--- src/rtl/aes_uart_sequencer.sv ---
// ---------------------------------------------------------------------------
// aes_uart_sequencer
//
// Sits between the UART receive path, the AES core and the transmitter
// buffer. Sixteen received bytes are packed MSB-first into a 128-bit block,
// the AES core is started with a one-cycle pulse, its result is latched and
// handed to the transmitter buffer with a single-cycle ready strobe.
//
// Optional feature (macro SEQ_BYTE_TIMEOUT_EN):
//   When defined, a partial block is discarded silently if no byte arrives
//   for BYTE_TIMEOUT cycles. When undefined, COLLECT waits forever and
//   BYTE_TIMEOUT has no effect.
//
// Ports:
//   clk            system clock, rising edge
//   reset          asynchronous active-high reset
//   rx_byte        received UART byte
//   rx_valid       one-cycle strobe qualifying rx_byte
//   aes_block_in   plaintext block to AES core (stable from START to IDLE)
//   aes_start      one-cycle AES start pulse
//   aes_done       one-cycle AES completion strobe
//   aes_block_out  AES result, sampled when aes_done=1
//   block_to_tx    block for the transmitter buffer (holds last result)
//   tx_ready       one-cycle push strobe to the transmitter buffer
//   tx_overflow    transmitter buffer full level; stalls the push
//   busy           high in every state except IDLE
//   drop_err       sticky: a byte arrived while not collecting
//   aes_err        sticky: AES core did not answer within AES_TIMEOUT cycles
// ---------------------------------------------------------------------------
module aes_uart_sequencer #(
  parameter int AES_TIMEOUT  = 1024,
  parameter int BYTE_TIMEOUT = 100000,
  parameter int CNT_W        = 20
) (
  input  logic         clk,
  input  logic         reset,
  input  logic [7:0]   rx_byte,
  input  logic         rx_valid,
  output logic [127:0] aes_block_in,
  output logic         aes_start,
  input  logic         aes_done,
  input  logic [127:0] aes_block_out,
  output logic [127:0] block_to_tx,
  output logic         tx_ready,
  input  logic         tx_overflow,
  output logic         busy,
  output logic         drop_err,
  output logic         aes_err
);

  typedef enum logic [2:0] {
    IDLE     = 3'd0,
    COLLECT  = 3'd1,
    START    = 3'd2,
    WAIT_AES = 3'd3,
    PUSH     = 3'd4,
    ERROR    = 3'd5
  } state_t;

  localparam logic [CNT_W-1:0] AES_LAST  = CNT_W'(AES_TIMEOUT - 1);
`ifdef SEQ_BYTE_TIMEOUT_EN
  localparam logic [CNT_W-1:0] BYTE_LAST = CNT_W'(BYTE_TIMEOUT - 1);
`endif

  state_t           state_q, state_d;
  logic [4:0]       byte_cnt;   // bytes captured so far, reaches 16 on a full block
  logic [CNT_W-1:0] tmo_cnt;    // shared between AES wait and byte gap timing
  logic [6:0]       wr_lsb;     // LSB of the slot for the next byte
  logic             aes_tmo;
  logic             byte_tmo;
  logic             drop_state;

  // Byte k lands at [127-8k -: 8], i.e. LSB = 8*(15-k); 15-k == ~k on 4 bits.
  assign wr_lsb  = {~byte_cnt[3:0], 3'b000};
  assign aes_tmo = (tmo_cnt == AES_LAST);

`ifdef SEQ_BYTE_TIMEOUT_EN
  assign byte_tmo = (tmo_cnt == BYTE_LAST);
`else
  assign byte_tmo = 1'b0;
`endif

  // States in which an incoming byte has nowhere to go.
  assign drop_state = (state_q == START) || (state_q == WAIT_AES) ||
                      (state_q == PUSH)  || (state_q == ERROR);

  // -------------------------------------------------------------------------
  // State register
  // -------------------------------------------------------------------------
  always_ff @(posedge clk or posedge reset) begin
    if (reset) state_q <= IDLE;
    else       state_q <= state_d;
  end

  // -------------------------------------------------------------------------
  // Next state and strobes
  // -------------------------------------------------------------------------
  always_comb begin
    state_d   = state_q;
    aes_start = 1'b0;
    tx_ready  = 1'b0;
    busy      = (state_q != IDLE);
    case (state_q)
      IDLE: begin
        if (rx_valid) state_d = COLLECT;
      end
      COLLECT: begin
        if (rx_valid) begin
          if (byte_cnt == 5'd15) state_d = START;
        end else if (byte_tmo) begin
          state_d = IDLE;
        end
      end
      START: begin
        aes_start = 1'b1;
        state_d   = WAIT_AES;
      end
      WAIT_AES: begin
        // Completion takes priority over a coincident timeout.
        if (aes_done)     state_d = PUSH;
        else if (aes_tmo) state_d = ERROR;
      end
      PUSH: begin
        if (!tx_overflow) begin
          tx_ready = 1'b1;
          state_d  = IDLE;
        end
      end
      ERROR: begin
        state_d = IDLE;
      end
      default: begin
        state_d = IDLE;
      end
    endcase
  end

  // -------------------------------------------------------------------------
  // Datapath: block assembly, counters, result latch, sticky flags
  // -------------------------------------------------------------------------
  always_ff @(posedge clk or posedge reset) begin
    if (reset) begin
      aes_block_in <= '0;
      block_to_tx  <= '0;
      byte_cnt     <= '0;
      tmo_cnt      <= '0;
      drop_err     <= 1'b0;
      aes_err      <= 1'b0;
    end else begin
      if (rx_valid && drop_state) drop_err <= 1'b1;

      case (state_q)
        IDLE: begin
          tmo_cnt <= '0;
          if (rx_valid) begin
            aes_block_in[127:120] <= rx_byte;
            byte_cnt              <= 5'd1;
          end
        end
        COLLECT: begin
          if (rx_valid) begin
            aes_block_in[wr_lsb +: 8] <= rx_byte;
            byte_cnt                  <= byte_cnt + 5'd1;
          end
`ifdef SEQ_BYTE_TIMEOUT_EN
          // Gap timer restarts on every byte; expiry silently drops the
          // partial block (stale bytes are overwritten by the next block).
          if (rx_valid) begin
            tmo_cnt <= '0;
          end else if (byte_tmo) begin
            tmo_cnt  <= '0;
            byte_cnt <= '0;
          end else begin
            tmo_cnt <= tmo_cnt + CNT_W'(1);
          end
`endif
        end
        START: begin
          tmo_cnt  <= '0;
          byte_cnt <= '0;
        end
        WAIT_AES: begin
          if (aes_done)     block_to_tx <= aes_block_out;
          else if (aes_tmo) aes_err     <= 1'b1;
          else              tmo_cnt     <= tmo_cnt + CNT_W'(1);
        end
        ERROR: begin
          byte_cnt <= '0;
          tmo_cnt  <= '0;
        end
        default: ;
      endcase
    end
  end

endmodule

--- config.mk ---
export PLATFORM = sky130hd
export DESIGN_NAME = aes_uart_sequencer
export DESIGN_NICKNAME = d
export VERILOG_FILES = /design/src/rtl/aes_uart_sequencer.sv
export SDC_FILE = /design/constraint.sdc
export NUM_CORES = 1
export LEC_CHECK = 0
export BUFFER_PORTS_ARGS = -buffer_cell sky130_fd_sc_hd__buf_2
export CAP_MARGIN = 40
export CORE_MARGIN = 2
export CORE_UTILIZATION = 45
export DETAILED_ROUTE_END_ITERATION = 8
export GPL_ROUTABILITY_DRIVEN = 0
export HOLD_SLACK_MARGIN = 0.08
export PLACE_DENSITY = 0.75
export SYNTH_ARGS = -nofsm -noshare
export SYNTH_HDL_FRONTEND = slang
export SYNTH_SLANG_ARGS = --single-unit
--- constraint.sdc ---
create_clock -name clk -period 9.5 [get_ports clk]
set_input_delay 0.95 -clock clk [delete_from_list [all_inputs] [get_ports clk]]
set_output_delay 0.95 -clock clk [all_outputs]
set_load 0.03 [all_outputs]
-- Word-level counts from Yosys, hierarchy flattened
Index checks and enable logic that the tools add are counted.
- bits in registers: 286
- input bits: 141
- output and inout port bits: 261
- word-level logic and storage cells: 67
- $add $sub $neg: 3
- equal/unequal tests: 14
- shifts and indexed selects: 2
- muxes and demuxes: 20
- bitwise operators: 2
- reductions and logical operators: 18
- operators by type and width (cell ; number):
    $bwmux W128 ; 1
    $mux W128 ; 1
    $shift A8 B9 Y128 const A ; 1
    $shiftx A8 B9 Y128 ; 1
    $mux W20 ; 2
    $pmux W20 S2 ; 1
    $add A20 B1 Y20 const B ; 1
    $eq A20 B10 Y1 const B ; 1
    $mux W3 ; 6
    $pmux W8 S2 ; 1
    $pmux W3 S5 ; 1
    $pmux W5 S3 ; 1
    $ne A2 B2 Y1 const B ; 6
    $reduce_and A3 Y1 ; 4
    $mux W5 ; 2
    $neg A7 Y9 ; 1
    $mux W8 ; 1
    $eq A3 B2 Y1 const B ; 2
    $eq A3 B3 Y1 const B ; 2
    $reduce_bool A3 Y1 ; 2
    $add A5 B1 Y5 const B ; 1
    $eq A5 B4 Y1 const B ; 1
    $reduce_and A5 Y1 ; 1
    $not A4 Y4 ; 1
    11 further kinds ; 17

-- Depth between registers and ports, before layout
Gate-level depths: netlist (run 1).
- word-level depth: 6
- depth in mapped cells: 8
- mapped depth without buffers: 7

-- Worst setup path before layout (run 1)
Ideal clock, no wire load.
- path kind: input port to output port
- start point: input port tx_overflow
- end point: output port tx_ready
- arrival: 1.631 ns
- required time: 8.550 ns
- slack: 6.919 ns
- stages: 1
- buffers on the path: 0
- path through: nor3_1
- cells in the longest elaborated chain, start to end: 2
- RTL lines (what ; RTL line ; source):
    from (decl) ; 45 ; input logic tx_overflow,
    $mux W1 ; 124 ; if (!tx_overflow) begin
    $mux W1 ; 103 ; case (state_q)
    to (decl) ; 44 ; output logic tx_ready,
Every way passes these cells.

-- Worst setup path after layout (run 1)
- start point: register state_q[1]
- end point: output port aes_start
- cells in the longest elaborated chain, start to end: 2
- RTL lines (what ; RTL line ; source):
    from (decl) ; 65 ; state_t state_q, state_d;
    from (signal assigned) ; 92 ; else state_q <= state_d;
    $eq A3 B2 Y1 ; 103 ;
    $mux W1 ; 103 ;
    to (decl) ; 40 ; output logic aes_start,
Every way passes these cells.

==> results of run 1 <==
## cell type report
class | instances | area, sq um
clock buffer | 40 | 860
fill | 2029 | 10200
clock inverter | 16 | 267
sequential | 286 | 7160
multi-input combinational | 472 | 4200
antenna | 6 | 15.0
timing repair buffer | 405 | 2050
inverter | 13 | 56.3
tap | 330 | 413
## flip-flops by register name, summed over array words and instances (netlist names)
register,flops
aes_block_in,128
aes_err,1
block_to_tx,128
byte_cnt,5
drop_err,1
state_q,3
tmo_cnt,20
## final timing paths
check,start,endpoint,slack [ps],cells past startpoint
max,state_q[1],aes_start,6440,3
min,drop_err,drop_err,450,1
max reg2reg,state_q[0],block_to_tx[3],6670,5
min reg2reg,drop_err,drop_err,450,1
max in group asynchronous,reset,aes_block_in[82],7520,3
min in group asynchronous,reset,block_to_tx[51],490,2
## cell usage after synthesis, drive strengths merged (6+ instances only)
master,n
o211ai,9
nand3,18
buf,18
nor2,25
xor2,9
ha,7
dfrtp,286
nand2,44
nand4,6
and2,17
clkbuf,19
nor2b,9
nor3,8
o21ai,17
mux2,241
inv,13
a22o,12
## metrics by stage
| step | util, % | area (sq um) |
|---|---|---|
| floorplan | - | 11600 |
| global placement | 55.0 | 13900 |
| detailed placement | 55.1 | 13900 |
| CTS | 59.6 | 15000 |
| global route | 59.6 | 15000 |
| finish | 59.6 | 15000 |
## cells by family after synthesis
family	Yosys count	share of synthesized area (%)
compound gates	59	3.67
buf+inv	50	1.82
fa+ha+maj	7	0.758
flops	286	61.9
simple gates	150	6.99
xor+xnor	13	1.21
mux	243	23.6
## worst max-delay path: cells and delay by family, from the launching register on
family	cells	cell delay, ps
buffers and inverters	2	440
flip-flops	1	650
AND/OR/NAND/NOR	1	480
## power groups by stage
stage	Clock, mW	Sequential (mW)	Combinational, mW
global route	1.39	1.45	0.854
detailed placement	0	1.46	0.805
global placement	0	1.45	0.787
CTS	1.34	1.44	0.808
floorplan	0	1.69	0.302
finish	1.32	1.44	0.800
## metal layers
metal / routed length [um] / share of wire (%) / vias to the layer above / GRT usage (%)
met2: 15800 / 50 / 294 / 39.0
met5: 32 / 0.10 / - / 0
met1: 11900 / 38 / 4030 / 26.4
li1: - / - / 3664 / -
met4: 1140 / 3.6 / 6 / 7.93
met3: 2640 / 8.4 / 78 / 7.63
==> key figures, run 1 <==
Drt
  – Post-DRT Antenna Nets: 0
  – Initial DRC count: 465
  – Drt pass-1 iters: 4
  – Vias: 8072
  – Vias per inst: 5.15
  – Post-route DRC: 0
  – Routed WL per cell: 20.1 um
  – Routed WL: 31500 um

Setup path
  – Crit Path Max Fanout: 16
  – Setup crit end kind: output port
  – CP Launch Type: flop
  – Crit Path Category: flop to output port
  – Crit-path slowest cell: dfrtp_1
  – CP required: 8550 ps
  – Worst path max stage delay: 650 ps
  – CP arrival: about 2100 ps
  – Critical Path, Cell by Cell: inv_1 > nor3_1 > buf_2

STA
  – Final Max Tran Viols: 0
  – RSZ-0062 raised after global routing: no
  – Relative max-transition margin: 38.8%
  – Crit path time final: 3060 ps
  – Worst slew pin tran: 918 ps
  – Worst Slack Setup Final: about 6400 ps
  – Hold_ws: approximately 450 ps
  – Count of final hold-check violations: 0
  – Max Freq: 327 MHz
  – Setup TNS: 0 ps
  – Period utilization: 32.2%
  – Fin Clk Skew: 23.4 ps
  – Final setup viols: 0

Placement
  – DP HPWL: around 22000 um
  – Port Buf Inserts: 401
  – Dpl ws: 6430 ps
  – Placed Cells: 1506

Floorplan
  – Initial Util: 45.9%
  – Core area: 25200 sq um
  – Die X: 164 um
  – I/O pins: between 400 and 500
  – Vert. Die Dim: 164 um
  – Die area: about 27000 sq um
  – FP Rows: a little under 60

GRT
  – Pin count of the biggest net entering global routing: 174
  – Number of global-route vias before repair: a little over 8000
  – Initial antenna violation count: 8
  – All-layer global routing usage: roughly 23%
  – First-pass GRT wire length: 46900 um
  – Grt ovf: 0

Min path
  – Hold crit path type: flop to flop

Finish
  – # nets final: roughly 1400
  – Fin cells: around 1600
  – Most common cell after layout, fill and taps aside: buf_2
  – P&R area growth vs syn: 29.9%
  – Most frequent cells in the layout: buf_2, dfrtp_1, mux2_2, nand2_1, clkbuf_16
  – Layout cell share with drive strength beyond 1: between 50% and 60%

Clocking
  – Clock sinks: 286
  – Post-CTS Setup Bufs: 0
  – Hold_buf cts: 0
  – TritonCTS Buffers: 30
  – CTS clk-pin slew, worst paths: about 60 ps
  – Root Driver: clkbuf_16
  – H-tree lvl count: 1
  – Post-cts repair resize count: 0
  – Clock Latency Late Sink: 560 ps
  – Largest buffer count on any clock path: 3
  – CTS tree: built

Yosys
  – Post-synthesis sequential area ratio: 61.9%
  – Synthesized cell area: 11600 sq um
  – Mapped Cells: 808
  – Top cells by area, synth: dfrtp_1, mux2_2, nand2_1
  – Asr flop ratio synth: 100%
  – EDFF count, synth: 0
  – Avg Inst Size Synth: 14.3 sq um
  – Number of distinct library cells after synthesis: 50
  – Area leader, netlist: dfrtp_1
  – Yosys Warn Count: 0
  – Post-Synthesis Net Count: 956
  – Seq cells post-synth: roughly 290
  – Ys flop type: dfrtp_1
  – Top-area cell type share of the netlist area: 61.9%

Power
  – Leakage power: 8.44 nW
  – Power Total: approximately 3.6 mW
  – Power Density: 237 nW/um^2
  – Combinational power share: between 20% and 30%
  – Total internal power: 2.44 mW
  – Switch Pwr: 1.11 mW
  – Peak supply drop: 0.164 mV
  – Seq pwr share: 40.5%
  – Clock Power Share: 37.0%
  – Switching Share: 31.3%

Flow run
  – Max cap viols: 0

Run status
  – Status: finished clean
No activity file was read; power rests on OpenSTA's default activity.
==> run 2, diff against run 1 <==
- clock period: 9.5 -> 2.7 ns (I/O delays scaled with it)
==> key figures, run 2 (synthesis results as in run 1) <==
Power
  – Total internal power: 8.60 mW (+250%)
  – Switch Pwr: 3.94 mW (+250%)
  – Peak supply drop: 0.623 mV (+280%)
  – Combinational power share: 24.2% (+1.7 points)
  – Seq pwr share: 40.4% (about the same)
  – Power Total: 12.5 mW (+250%)
  – Leakage power: 9.02 nW (+6.9%)
  – Power Density: 766 nW/um^2 (+220%)
  – Clock Power Share: 35.4% (-1.6 points)
  – Switching Share: 31.4% (+0.13 points)

Placement
  – DP HPWL: 22600 um (+0.58%)
  – Placed Area: 14000 sq um (+0.68%)
  – Port Buf Inserts: 401 (unchanged)

Floorplan
  – I/O pins: 402 (unchanged)
  – Initial Util: 45.9% (unchanged)
  – Core area: 25200 sq um (unchanged)
  – Vert. Die Dim: 164 um (unchanged)
  – FP Rows: 58 (unchanged)
  – Die area: 27000 sq um (unchanged)
  – Die X: 164 um (unchanged)

Setup path
  – WP buf/inv: 0 (-2)
  – Critical path's top delay family: simple AND/OR/NAND/NOR gates
  – Setup crit end kind: flop
  – Crit Path Category: flop to flop
  – CP arrival: 2810 ps (+700 ps)
  – CP required: 3130 ps (-5420 ps)
  – Critical Path, Cell by Cell: ha_1 > or2_2 > a21oi_2 > nand2_1 > nor2_2 > mux2_2
  – Worst path max stage delay: 470 ps (-180 ps)
  – Crit Path Max Fanout: 8 (-8)
  – CP Launch Type: flop
  – Crit-path slowest cell: dfrtp_1

GRT
  – Grt ovf: 0 (unchanged)
  – Number of global-route vias before repair: 9550 (+15%)
  – Pin count of the biggest net entering global routing: 160 (-8.0%)
  – All-layer global routing usage: 25.3% (+2.6 points)
  – Initial antenna violation count: 2 (-6)
  – First-pass GRT wire length: 53100 um (+13%)

Min path
  – Hold crit path type: primary input to flop

Clocking
  – CTS tree: built
  – H-tree lvl count: 1 (unchanged)
  – Largest buffer count on any clock path: 3 (unchanged)
  – TritonCTS Buffers: 30 (unchanged)
  – Clock Latency Late Sink: 550 ps (about the same)
  – CTS clk-pin slew, worst paths: 60 ps (about the same)
  – Root Driver: clkbuf_16
  – Post-cts repair resize count: 0 (unchanged)
  – Clock sinks: 286 (unchanged)

Drt
  – Post-route DRC: 0 (unchanged)
  – Post-DRT Antenna Nets: 0 (unchanged)
  – Routed WL: 34400 um (+9.3%)
  – Initial DRC count: 565 (+22%)
  – Vias per inst: 5.19 (+0.76%)
  – Drt pass-1 iters: 5 (+1)
  – Routed WL per cell: 20.2 um (+0.81%)
  – Vias: 8818 (+9.2%)

STA
  – Worst slew pin tran: 896 ps (-21.3 ps)
  – RSZ-0062 raised after global routing: no
  – Max Freq: between 400 and 500 MHz
  – Final setup viols: 0 (unchanged)
  – Final Max Tran Viols: 0 (unchanged)
  – Period utilization: 88.1%
  – Fin Clk Skew: 13.1 ps (-10.3 ps)
  – Hold_ws: 119 ps (-334 ps)
  – Count of final hold-check violations: 0 (unchanged)
  – Relative max-transition margin: 40.2% (+1.4 points)
  – Crit path time final: between 2000 and 2500 ps

Finish
  – Layout cell share with drive strength beyond 1: 53.0% (-5.3 points)
  – Most common cell after layout, fill and taps aside: buf_2
  – Regs by FF count: aes_block_in: 128 flops, block_to_tx: 128 flops, tmo_cnt: 20 flops
  – # nets final: 1494 (+10%)
  – Reg area: 7160 sq um (unchanged)
  – FILL cells: 1766 (-13%)
  – Area of the multi-input gates: 4200 sq um (unchanged)
  – Final Cell Area: 16400 sq um (+8.9%)
  – Most frequent cells in the layout: buf_2, dfrtp_1, mux2_2, dlygate4sd3_1, nand2_1
  – P&R area growth vs syn: 41.5%

Flow run
  – Max cap viols: 0 (unchanged)

Run status
  – Status: finished clean
==> run 2: final cells by class <==
type	instances	area share [%]
clock buffers	45	5.67
well taps	330	2.52
inverters	13	0.321
clock inverters	10	0.971
diodes	1	0.0153
multi-input cells	472	25.7
flip-flops and latches	286	43.7
repair buffers	543	21.1
==> run 2: final timing paths <==
check	from	endpoint	slack [ps]	cells after the start
setup / recovery	byte_cnt[0]	aes_block_in[111]	320	6
hold / removal	rx_valid	drop_err	120	2
setup reg to reg	byte_cnt[0]	aes_block_in[111]	320	6
hold reg to reg	drop_err	drop_err	450	1
max in group asynchronous	reset	aes_block_in[9]	1380	4
min in group asynchronous	reset	block_to_tx[17]	200	3
==> run 2: power groups by stage <==
stage | combinational, mW | sequential (mW) | clock (mW)
2_1_floorplan | 1.06 | 5.93 | 0
4_1_cts | 3.03 | 5.06 | 4.51
3_5_place_dp | 2.88 | 5.13 | 0
5_1_grt | 3.23 | 5.11 | 4.69
6_report | 3.03 | 5.07 | 4.44
3_3_place_gp | 2.82 | 5.10 | 0
==> run 2: what timing repair did <==
item | in CTS | in global routing
hold buffers | 130 | 0
buffers inserted | 0 | 0
endpoints found under the hold margin | 216 | 0
==> run 2: routing by layer <==
metal	GRT usage, %	share of wire (%)
met4	9.33	3.9
met1	29.2	37
met2	45.7	52
met3	5.66	6.5
met5	0	0.032
==> run 2: through the flow <==
stage | setup WS (ps) | util, % | instances | TNS (ps)
after global routing | 187 | 65.0 | 1700 | 0
after global placement | 416 | 55.5 | 1514 | 0
final | 320 | 65.0 | 1700 | 0
after CTS | 348 | 65.0 | 1699 | 0
after detailed placement | 348 | 55.5 | 1514 | 0
after floorplan | -1360 | - | 808 | -389310
